==> src/rtl/pe_dot_ctrl.sv <==
// pe_dot_ctrl: sequences one MAC processing element through a single dot-product job.
//
// Flow: accept a command (bias, length), preload the PE accumulator with the bias,
// stream `length` operand pairs into the PE, wait out the PE accumulate latency,
// then capture the PE accumulator and offer it on the result port.
//
// Ports:
//   clk, rst_n                    clock, asynchronous active-low reset
//   cmd_valid/cmd_ready           command handshake; cmd_len, cmd_bias payload
//   op_valid/op_ready             operand handshake; op_a, op_b payload
//   res_valid/res_ready           result handshake; res_data payload
//   busy                          high whenever a job is in progress
//   pe_en, pe_load_acc            PE control (registered)
//   pe_a, pe_b, pe_partial_sum    PE operands / preload value (registered)
//   pe_acc                        PE accumulator output
module pe_dot_ctrl #(
   parameter int unsigned DATA_W  = 16,
   parameter int unsigned ACC_W   = 32,
   parameter int unsigned LEN_W   = 8,
   parameter int unsigned ACC_LAT = 1
) (
   input  logic              clk,
   input  logic              rst_n,
   input  logic              cmd_valid,
   output logic              cmd_ready,
   input  logic [LEN_W-1:0]  cmd_len,
   input  logic [ACC_W-1:0]  cmd_bias,
   input  logic              op_valid,
   output logic              op_ready,
   input  logic [DATA_W-1:0] op_a,
   input  logic [DATA_W-1:0] op_b,
   output logic              res_valid,
   input  logic              res_ready,
   output logic [ACC_W-1:0]  res_data,
   output logic              busy,
   output logic              pe_en,
   output logic              pe_load_acc,
   output logic [DATA_W-1:0] pe_a,
   output logic [DATA_W-1:0] pe_b,
   output logic [ACC_W-1:0]  pe_partial_sum,
   input  logic [ACC_W-1:0]  pe_acc
);

   // DRAIN spans ACC_LAT+1 cycles: one to drop pe_en, ACC_LAT for the PE to settle.
   localparam int unsigned DRAIN_W = $clog2(ACC_LAT + 2);
   localparam logic [DRAIN_W-1:0] DRAIN_LAST = DRAIN_W'(ACC_LAT);

   typedef enum logic [2:0] {
      StIdle,
      StLoad,
      StMac,
      StDrain,
      StResp
   } state_e;

   state_e             state_q;
   logic [LEN_W-1:0]   remaining_q;
   logic [DRAIN_W-1:0] drain_q;

   // Handshake outputs are pure state decodes: no input-to-output combinational path.
   assign cmd_ready = (state_q == StIdle);
   assign op_ready  = (state_q == StMac);
   assign res_valid = (state_q == StResp);
   assign busy      = (state_q != StIdle);

   always_ff @(posedge clk or negedge rst_n) begin
      if (!rst_n) begin
         state_q        <= StIdle;
         remaining_q    <= '0;
         drain_q        <= '0;
         res_data       <= '0;
         pe_en          <= 1'b0;
         pe_load_acc    <= 1'b0;
         pe_a           <= '0;
         pe_b           <= '0;
         pe_partial_sum <= '0;
      end else begin
         unique case (state_q)
            StIdle: begin
               if (cmd_valid) begin
                  remaining_q    <= cmd_len;
                  pe_partial_sum <= cmd_bias;
                  pe_load_acc    <= 1'b1;
                  state_q        <= StLoad;
               end
            end
            StLoad: begin
               pe_load_acc <= 1'b0;
               drain_q     <= '0;
               state_q     <= (remaining_q == '0) ? StDrain : StMac;
            end
            StMac: begin
               if (op_valid) begin
                  pe_a        <= op_a;
                  pe_b        <= op_b;
                  pe_en       <= 1'b1;
                  remaining_q <= remaining_q - LEN_W'(1);
                  // Leaving on the last pair means the counter never wraps.
                  if (remaining_q == LEN_W'(1)) begin
                     state_q <= StDrain;
                  end
               end else begin
                  // Stall: PE holds its accumulator, operands stay visible downstream.
                  pe_en <= 1'b0;
               end
            end
            StDrain: begin
               pe_en <= 1'b0;
               if (drain_q == DRAIN_LAST) begin
                  res_data <= pe_acc;
                  state_q  <= StResp;
               end else begin
                  drain_q <= drain_q + DRAIN_W'(1);
               end
            end
            StResp: begin
               if (res_ready) begin
                  state_q <= StIdle;
               end
            end
            default: begin
               state_q <= StIdle;
            end
         endcase
      end
   end

endmodule

==> config.mk <==
export PLATFORM = sky130hd
export DESIGN_NAME = pe_dot_ctrl
export DESIGN_NICKNAME = d
export VERILOG_FILES = /design/src/rtl/pe_dot_ctrl.sv
export SDC_FILE = /design/constraint.sdc
export NUM_CORES = 1
export LEC_CHECK = 0
export CORE_MARGIN = 4
export CORE_UTILIZATION = 35
export CTS_CLUSTER_DIAMETER = 50
export DETAILED_ROUTE_END_ITERATION = 10
export PLACE_DENSITY = 0.73
export SLEW_MARGIN = 25
export SYNTH_ARGS = -nofsm -noshare
export SYNTH_HDL_FRONTEND = slang
export SYNTH_SLANG_ARGS = --single-unit
==> constraint.sdc <==
create_clock -name clk -period 4 [get_ports clk]
set_clock_uncertainty 0.15 [all_clocks]
set_input_delay 0.8 -clock clk [delete_from_list [all_inputs] [get_ports clk]]
set_output_delay 0.8 -clock clk [all_outputs]
set_load 0.1 [all_outputs]
; After elaboration in Yosys (flattened, before gate mapping)
; Index checks and enable logic that the tools add are counted.
[word_totals]
regBits = 111
inputBits = 109
out_inout_bits = 102
[classes]
n_addsub = 2
n_eq_ne = 12
muxes = 16
reduce_logical = 14
[ops]
columns = cell, n
row1 = $mux W8, 2
row2 = $pmux W8 S2, 1
row3 = $mux W3, 5
row4 = $pmux W3 S5, 1
row5 = $reduce_and A2 Y1, 5
row6 = $eq A8 B1 Y1 const B, 1
row7 = $logic_not A8 Y1, 1
row8 = $ne A2 B2 Y1 const B, 4
row9 = $reduce_bool A2 Y1, 4
row10 = $sub A8 B1 Y8 const B, 1
row11 = $eq A3 B2 Y1 const B, 2
row12 = $reduce_and A5 Y1, 1
row13 = $ne A2 B1 Y1 const B, 2
row14 = $pmux W1 S2, 2
row15 = $pmux W2 S2, 1
row16 = $eq A3 B1 Y1 const B, 1
row17 = $eq A3 B3 Y1 const B, 1
row18 = $logic_not A3 Y1, 1
row19 = $mux W1, 3
row20 = $reduce_and A3 Y1, 1
row21 = $reduce_bool A3 Y1, 1
row22 = $add A2 B1 Y2 const B, 1
row23 = $eq A2 B1 Y1 const B, 1
row24 = $mux W2, 1

; Longest topological paths before layout
; Gate-level depths: netlist (run 1).
[logic_depth]
ltp_word = 4
mapped_depth = 8
depth_no_buf = 6

; Worst setup path after synthesis (run 1)
; OpenSTA, ideal clock, no wires.
[synth_timing]
kind = register to register
from = register state_q[1]
to = register pe_partial_sum[0]
setup_ns = 0.125
arrival_ns = 2.920
t_required_ns = 3.725
path_slack_ns = 0.804
stages_incl_launch_ff = 8
path_buffers = 3
period_less_slack_ns = 3.196
cell_sequence = dfrtp_1 buf_4 or3_1 inv_1 and2_1 clkbuf_2 buf_6 mux2_2
[synth_between]
elab_chain_cells = 2
[synth_lines]
columns = item, line
row1 = from (decl), 56  ; state_e state_q;
row2 = from (signal assigned), 68  ; state_q <= StIdle;
row3 = from (signal assigned), 84  ; state_q <= StLoad;
row4 = from (signal assigned), 90  ; state_q <= (remaining_q == '0) ? StDrain : StMac;
row5 = $logic_not A3 Y1, -
row6 = named net cmd_ready, 25  ; output logic cmd_ready,
row7 = $reduce_and A2 Y1 (no line), -
row8 = to (signal assigned), 82  ; pe_partial_sum <= cmd_bias;
row9 = to (decl), 40  ; output logic [ACC_W-1:0] pe_partial_sum,
; The timed path passes the listed nets, and every way through them passes these cells.
; A chain may end at the register's enable or synchronous reset.

; Worst setup path in the final report (run 1)
[layout_timing]
from = register state_q[1]
to = output busy
[layout_between]
elab_chain_cells = 1
[layout_lines]
columns = item, line
row1 = $reduce_bool A3 Y1, 64  ; assign busy = (state_q != StIdle);
row2 = to (decl), 35  ; output logic busy,
; No other way between the ends.

==> results of run 1 <==
## path summary, 6_finish.rpt
path | startpoint | end | slack [ps] | cells past startpoint
hold / removal | pe_en | pe_en | 340 | 1
hold reg to reg | pe_en | pe_en | 340 | 1
setup / recovery | state_q[1] | busy | 780 | 2
min in group asynchronous | rst_n | remaining_q[4] | 380 | 1
max in group asynchronous | rst_n | pe_partial_sum[29] | 2570 | 2
setup reg to reg | state_q[1] | pe_b[1] | 1490 | 4
## worst max-delay path, stage by stage (launching register included)
cell and delay, ps:
dfrtp_1 480, or3_1 460, clkdlybuf4s50_1 990
## cells in the final DEF, fill, tap and decap left out, types with 2 or more instances in the layout
master and n:
nor4_1 2, nor3_1 7, nand2_1 7, a22oi_1 2
or3_1 3, mux2_2 66, ha_1 4, a31oi_1 2
clkinv_2 4, mux2_4 29, inv_1 8, nand2b_1 2
clkdlybuf4s50_1 206, mux2i_1 2, a21oi_1 12, nand3_1 2
buf_4 7, nor2_1 3, clkbuf_16 9, o32ai_1 2
dfrtp_1 111, o21ai_0 14
## registers in the layout (all words and copies together), names as in the netlist
signal,cells
pe_en,1
pe_load_acc,1
pe_a,16
res_data,32
pe_partial_sum,32
pe_b,16
drain_q,2
remaining_q,8
state_q,3
## layout make-up
class	count	area [sq um]
fillers	1048	5680
flip-flops and latches	111	2780
repair buffers	214	2130
multi-input cells	171	1650
clock buffers	10	229
well taps	172	215
clock inverters	5	50.0
inverters	9	38.8
## metal layers
| layer | GRT usage | share of wire | vias up |
|---|---|---|---|
| li1 | - | - | 1509 |
| met3 | 0.0412 | 0.075 | 16 |
| met1 | 0.179 | 0.39 | 1599 |
| met4 | 0.0602 | 0.022 | 0 |
| met5 | 0 | 0 | - |
| met2 | 0.269 | 0.52 | 141 |
## cell usage after synthesis (2+ instances only)
cell,count
nor4_1,2
buf_2,2
a21oi_1,12
a22oi_1,2
mux2_2,66
nor3_1,7
buf_12,3
dfrtp_1,111
ha_1,4
mux2i_1,2
a31oi_1,2
buf_6,5
nand2b_1,2
nand3_1,2
nor2_1,3
or3_1,3
nand2_1,7
mux2_4,29
o32ai_1,2
inv_1,8
clkbuf_1,4
o21ai_0,14
## through the flow
step	hold WS, ps	setup slack [ps]	instances	utilization
final	345	779	692	0.555
after global routing	367	670	692	0.555
after CTS	343	755	692	0.555
after floorplan	310	804	308	-
after global placement	319	1170	677	0.534
after detailed placement	325	1140	677	0.534
## kinds of logic after synthesis
| kind of cell | synth area share |
|---|---|
| buffers and inverters | 0.0448 |
| adders and majority gates | 0.0108 |
| AOI/OAI and AO/OA | 0.0448 |
| muxes | 0.261 |
| and+or+nand+nor | 0.0392 |
| DFF | 0.599 |
==> flow_summary.ini, run 1 <==
[global_route]
track_usage = 0.154
grt_pass1_vias = 3485
grt_max_degree = 58
grt_antenna_before_repair = 0
grt_pass1_wl_mm = 18.1
globalRouteOverflowTotal = 0

[critical_path]
end_kind = output port
cp.required_ps = 3050
worstSetupPathType = flop to output port
start_kind = flop
cp_max_fo = 10
worstPathArrival_ps = 2270

[drt]
finalWirelength_mm = 11.7
dr.pass1.iters = 4
drc = 0
vias = 3265
wl_per_cell_microns = 16.9
antenna_left = 0
drt_iter0_markers = 153
vias_per_cell = 4.72

[floorplanning]
placementRows = 41
ioPinCount = 211
die_area_sq_mm = 0.0151
start_util = 0.363
die_y_microns = 123
core_sq_mm = 0.0128
die_w_microns = 123

[synthesis]
synthArstFlopShare = 1.00
synth_top_cell_by_area = dfrtp_1
synth_edf_count = 0
synth.distinct_cells = 38
synth_top_area_frac = 0.599
synth-seq-cells = 111
synth_warnings = 0
yosysSeqAreaShare = 0.599
ys.flop_type = dfrtp_1
synth_nets = 421
synth_area_sq_mm = 0.00463
synth.area.top_cells = dfrtp_1 (60%), mux2_2 (16%), mux2_4 (9.4%)
avgSynthCellArea_sq_um = 15.0
syn_inst = 308

[sta]
setup_tns_ps = 0
worst_pin_slew_ps = 1020
setup-violations-final = 0
min_period_over_period = 0.805
rsz0062_at_grt = false
fin_crit_ps = 3220
relSlewSlack = 0.317
hold_viol_final = 0
report.final.slew_viol_count = 0
max_freq_mhz = 310

[clock_tree]
cts_tree = yes
cts_setup_buffers = 0
worstSkewPairLatency_ps = 340
cts.sinks = 111
ctsHoldBuffers = 0
path_clk_slew_ps = 70
clockRootBuffer = clkbuf_16
htreeDepth = 3
cts_resized = 0
numCtsBuffers = 9
clock_path_buffers = 2

[place]
io_buffer_count = 210
gp_congestion = 0.817
dp_hpwl_mm = 8.86
placed_area_sq_mm = 0.00682

[layout]
syn_to_final_growth_pct = 53.1
fin_nets = 629
drive_gt1_frac = 0.231
n_antenna_cell = 0
postLayoutCellArea_sq_mm = 0.00709

[outcome]
outcome = finished clean

[hold_path]
hold_class = flop to flop

[run]
maxCapViolCount = 0
Power of run 1 is left out: the tool's default activity adds up to more than one toggle a clock period on the data nets, which glitch-free logic cannot reach.
==> run 2: changes to the inputs <==
==> constraint.sdc (replaced) <==
create_clock -name clk -period 3.09 [get_ports clk]
set_clock_uncertainty 0.15 [all_clocks]
set_input_delay 0.618 -clock clk [delete_from_list [all_inputs] [get_ports clk]]
set_output_delay 0.618 -clock clk [all_outputs]
set_load 0.1 [all_outputs]
==> run 2 against run 1 <==
  * Register-to-register slack worse by 850 ps
  * Worst hold slack worse by 250 ps
  * Via count down 0.67%
==> flow_summary.ini, run 2 (synthesis results as in run 1) <==
[clock_tree]
ctsHoldBuffers = 0
clock_path_buffers = 2
cts.sinks = 111
worstSkewPairLatency_ps = 340
cts_resized = 0
htreeDepth = 3
path_clk_slew_ps = 80
cts_setup_buffers = 0
numCtsBuffers = 9
clockRootBuffer = clkbuf_16
cts_tree = yes

[floorplanning]
die_w_microns = 123
die_area_sq_mm = 0.0151
core_sq_mm = 0.0128
die_y_microns = 123
start_util = 0.363
ioPinCount = 211
placementRows = 41

[place]
dp_hpwl_mm = 8.46
gp_congestion = 0.789
io_buffer_count = 210
post-place-ws_ps = 641

[critical_path]
worstPathArrival_ps = 1780
cp_slowest_stage_delay_ps = 570
critPathLaunch = state_q[1]
crit_chain = or3_2, clkinvlp_4, buf_4
cp_slowest_cell = or3_2
worstSetupPathType = flop to output port
cp.required_ps = 2320
cp_max_fo = 10
timing.rr.start = state_q[0]
crit_buf_inv = 2
cp_top_family = simple AND/OR/NAND/NOR gates
end_kind = output port
start_kind = flop

[sta]
max_freq_mhz = 393
hold_viol_final = 0
relSlewSlack = 0.603
fin_crit_ps = 2550
report.final.slew_viol_count = 0
fin_ws_ps = 543
rsz0062_at_grt = false
setup_tns_ps = 0
min_period_over_period = 0.824
setup-violations-final = 0
worst_pin_slew_ps = 596

[hold_path]
hold_class = primary input to async pin

[layout]
fin_nets = 630
layout_commonest_cell = dfrtp_1
drive_gt1_frac = 0.429
n_antenna_cell = 0
reg.largest.list = pe_partial_sum x32, res_data x32
syn_to_final_growth_pct = 48.8
final_cell_mix = dfrtp_1 (111), clkdlybuf4s50_1 (107), buf_4 (106), mux2_2 (66), mux2_4 (29)

[outcome]
outcome = finished clean

[global_route]
grt_max_degree = 50
grt_pass1_wl_mm = 17.0
globalRouteOverflowTotal = 0
grt_pass1_vias = 3332
track_usage = 0.144
grt_antenna_before_repair = 0

[drt]
drc = 0
dr.pass1.iters = 5
drt_iter0_markers = 200
vias = 3243
wl_per_cell_microns = 16.5
finalWirelength_mm = 11.4
vias_per_cell = 4.67
antenna_left = 0

[run]
maxCapViolCount = 0
run 2: metrics by stage:
step                std cells   util  hold slack [ps]  instance area [sq um]
floorplan                 308      -              172                   4640
global placement          678  0.516              321                   6590
detailed placement        678  0.516              326                   6590
CTS                       694  0.540              103                   6900
global route              694  0.540              120                   6900
finish                    694  0.540             91.1                   6900
run 2: worst paths after layout:
check,to,slack (ps),cells after the start
max,cmd_ready,540,3
max in group asynchronous,pe_a[15],1950,2
min,pe_b[10],90,1
min in group clk,pe_partial_sum[1],340,1
max reg2reg,pe_a[15],640,4
min reg2reg,pe_partial_sum[1],340,1
run 2: final cells by class:
class                           instances  area, sq um
Inverter                                9         42.5
Clock inverter                          7         80.1
Tap cell                              172          215
Multi-Input combinational cell        171         1650
Clock buffer                            9          225
Fill cell                            1098         5880
Timing Repair Buffer                  215         1910
Sequential cell                       111         2780
run 2: metal layers:
layer	global-route usage	up-vias	share of wire
met5	0	-	0
met4	0.0505	0	0.016
met3	0.0503	14	0.10
met2	0.239	140	0.48
met1	0.175	1581	0.41
li1	-	1508	-
Power of run 2 is left out for the same reason.
==> run 3: changes to the inputs <==
==> constraint.sdc (replaced) <==
create_clock -name clk -period 2.5 [get_ports clk]
set_clock_uncertainty 0.15 [all_clocks]
set_input_delay 0.5 -clock clk [delete_from_list [all_inputs] [get_ports clk]]
set_output_delay 0.5 -clock clk [all_outputs]
set_load 0.1 [all_outputs]
==> run 3 against run 2 <==
  * Worst hold slack improved by 250 ps
  * Clock-buffer cell count increased by 2
  * Final cell count increased by 0.86%
  * Sequential cell count unchanged
  * Via count increased by 1.3%
  * Setup slack got worse by 310 ps
  * Core utilization increased by 1.1 points
  * Non-clock buffer count increased by 6
  * Register-to-register slack got worse by 340 ps
  * Final area increased by 2.1%
  * Routed wire length increased by 3.0%
  * Sequential share of layout area decreased by 0.82 points
  * Critical path type unchanged
==> flow_summary.ini, run 3 (synthesis results as in run 1) <==
[floorplanning]
core_sq_mm = 0.0128
ioPinCount = 211
start_util = 0.363
die_w_microns = 123
placementRows = 41
die_y_microns = 123
die_area_sq_mm = 0.0151

[critical_path]
cp_max_fo = 18
r2r_cells = 5
worstPathArrival_ps = 1610
timing.rr.start = state_q[0]
end_kind = output port
critPathLaunch = state_q[0]
worstSetupPathType = flop to output port
cp.required_ps = 1850
start_kind = flop

[drt]
dr.pass1.iters = 6
vias_per_cell = 4.69
finalWirelength_mm = 11.8
drt_iter0_markers = 123
drc = 0
wl_per_cell_microns = 16.8
vias = 3285
antenna_left = 0

[sta]
relSlewSlack = 0.670
timing.hold.ws_ps = 344
worst_pin_slew_ps = 494
hold_viol_final = 0
max_freq_mhz = 442
report.final.slew_viol_count = 0
setup-violations-final = 0
rsz0062_at_grt = false
min_period_over_period = 0.906
setup_tns_ps = 0
fin_crit_ps = 2260

[global_route]
grt_antenna_before_repair = 0
track_usage = 0.154
grt_max_degree = 59
globalRouteOverflowTotal = 0
grt_pass1_wl_mm = 18.0
grt_pass1_vias = 3514

[clock_tree]
clock_path_buffers = 2
numCtsBuffers = 9
path_clk_slew_ps = 70
cts.sinks = 111
ctsHoldBuffers = 1
worstSkewPairLatency_ps = 340
cts_tree = yes
clockRootBuffer = clkbuf_16
cts_resized = 0
htreeDepth = 3
cts_setup_buffers = 0

[layout]
fillers = 1073
fin_cells = 700
multi_input_area_sq_mm = 0.00165
n_antenna_cell = 0
register_area_sq_mm = 0.00278
fin_nets = 636
layout_commonest_cell = dfrtp_1
drive_gt1_frac = 0.432
syn_to_final_growth_pct = 51.9
final_cell_mix = dfrtp_1 (111), clkdlybuf4s50_1 (107), buf_4 (107), mux2_2 (66), mux2_4 (29)
reg.largest.list = pe_partial_sum x32, res_data x32
postLayoutCellArea_sq_mm = 0.00704

[outcome]
outcome = finished clean

[place]
io_buffer_count = 210
dp_hpwl_mm = 8.98
gp_congestion = 0.787
placed_area_sq_mm = 0.00668
placed_cells = 683

[hold_path]
hold_class = flop to flop
hold_depth = 1
worstHoldStart = pe_en

[run]
maxCapViolCount = 0
## run 3: cell types whose count changed in the layout (fill, tap and decap cells not counted), sizes merged
cell | previous run | this run
dlygate4sd3 | 0 | 1
buf | 108 | 113
bufinv | 1 | 3
inv | 9 | 8
clkinv | 3 | 2
clkinvlp | 3 | 1
clkbuf | 9 | 11
## run 3: worst paths after layout
| check | endpoint | slack [ps] |
|---|---|---|
| max | op_ready | 240 |
| min | pe_en | 340 |
| max reg2reg | pe_a[10] | 300 |
| min reg2reg | pe_en | 340 |
| max in group asynchronous | pe_partial_sum[23] | 980 |
| min in group asynchronous | pe_partial_sum[21] | 510 |
## run 3: critical path: stages (launching register included)
cell      delay (ps)
dfrtp_1          380
or3b_1           520
clkinv_4         180
buf_12           190
## run 3: metal layers
metal  part of all wire  up-vias  track usage  routed length (microns)
met3              0.079       19       0.0531                      929
met2               0.51      119        0.264                     6060
met4              0.019        0       0.0484                      218
li1                   -     1523            -                        -
met1               0.39     1624        0.181                     4560
met5                  0        -            0                        0
## run 3: stage by stage
step / utilization / worst slack, ps
floorplan: - / 18.9
global placement: 0.523 / 355
detailed placement: 0.523 / 302
CTS: 0.551 / 212
global route: 0.551 / 149
finish: 0.551 / 236
## run 3: area by class of cell
| type | instances | area share |
|---|---|---|
| Inverter | 9 | 0.00604 |
| Timing Repair Buffer | 221 | 0.285 |
| Tap cell | 172 | 0.0306 |
| Clock inverter | 5 | 0.0148 |
| Multi-Input combinational cell | 171 | 0.235 |
| Clock buffer | 11 | 0.0345 |
| Sequential cell | 111 | 0.395 |
Power of run 3 is left out for the same reason.
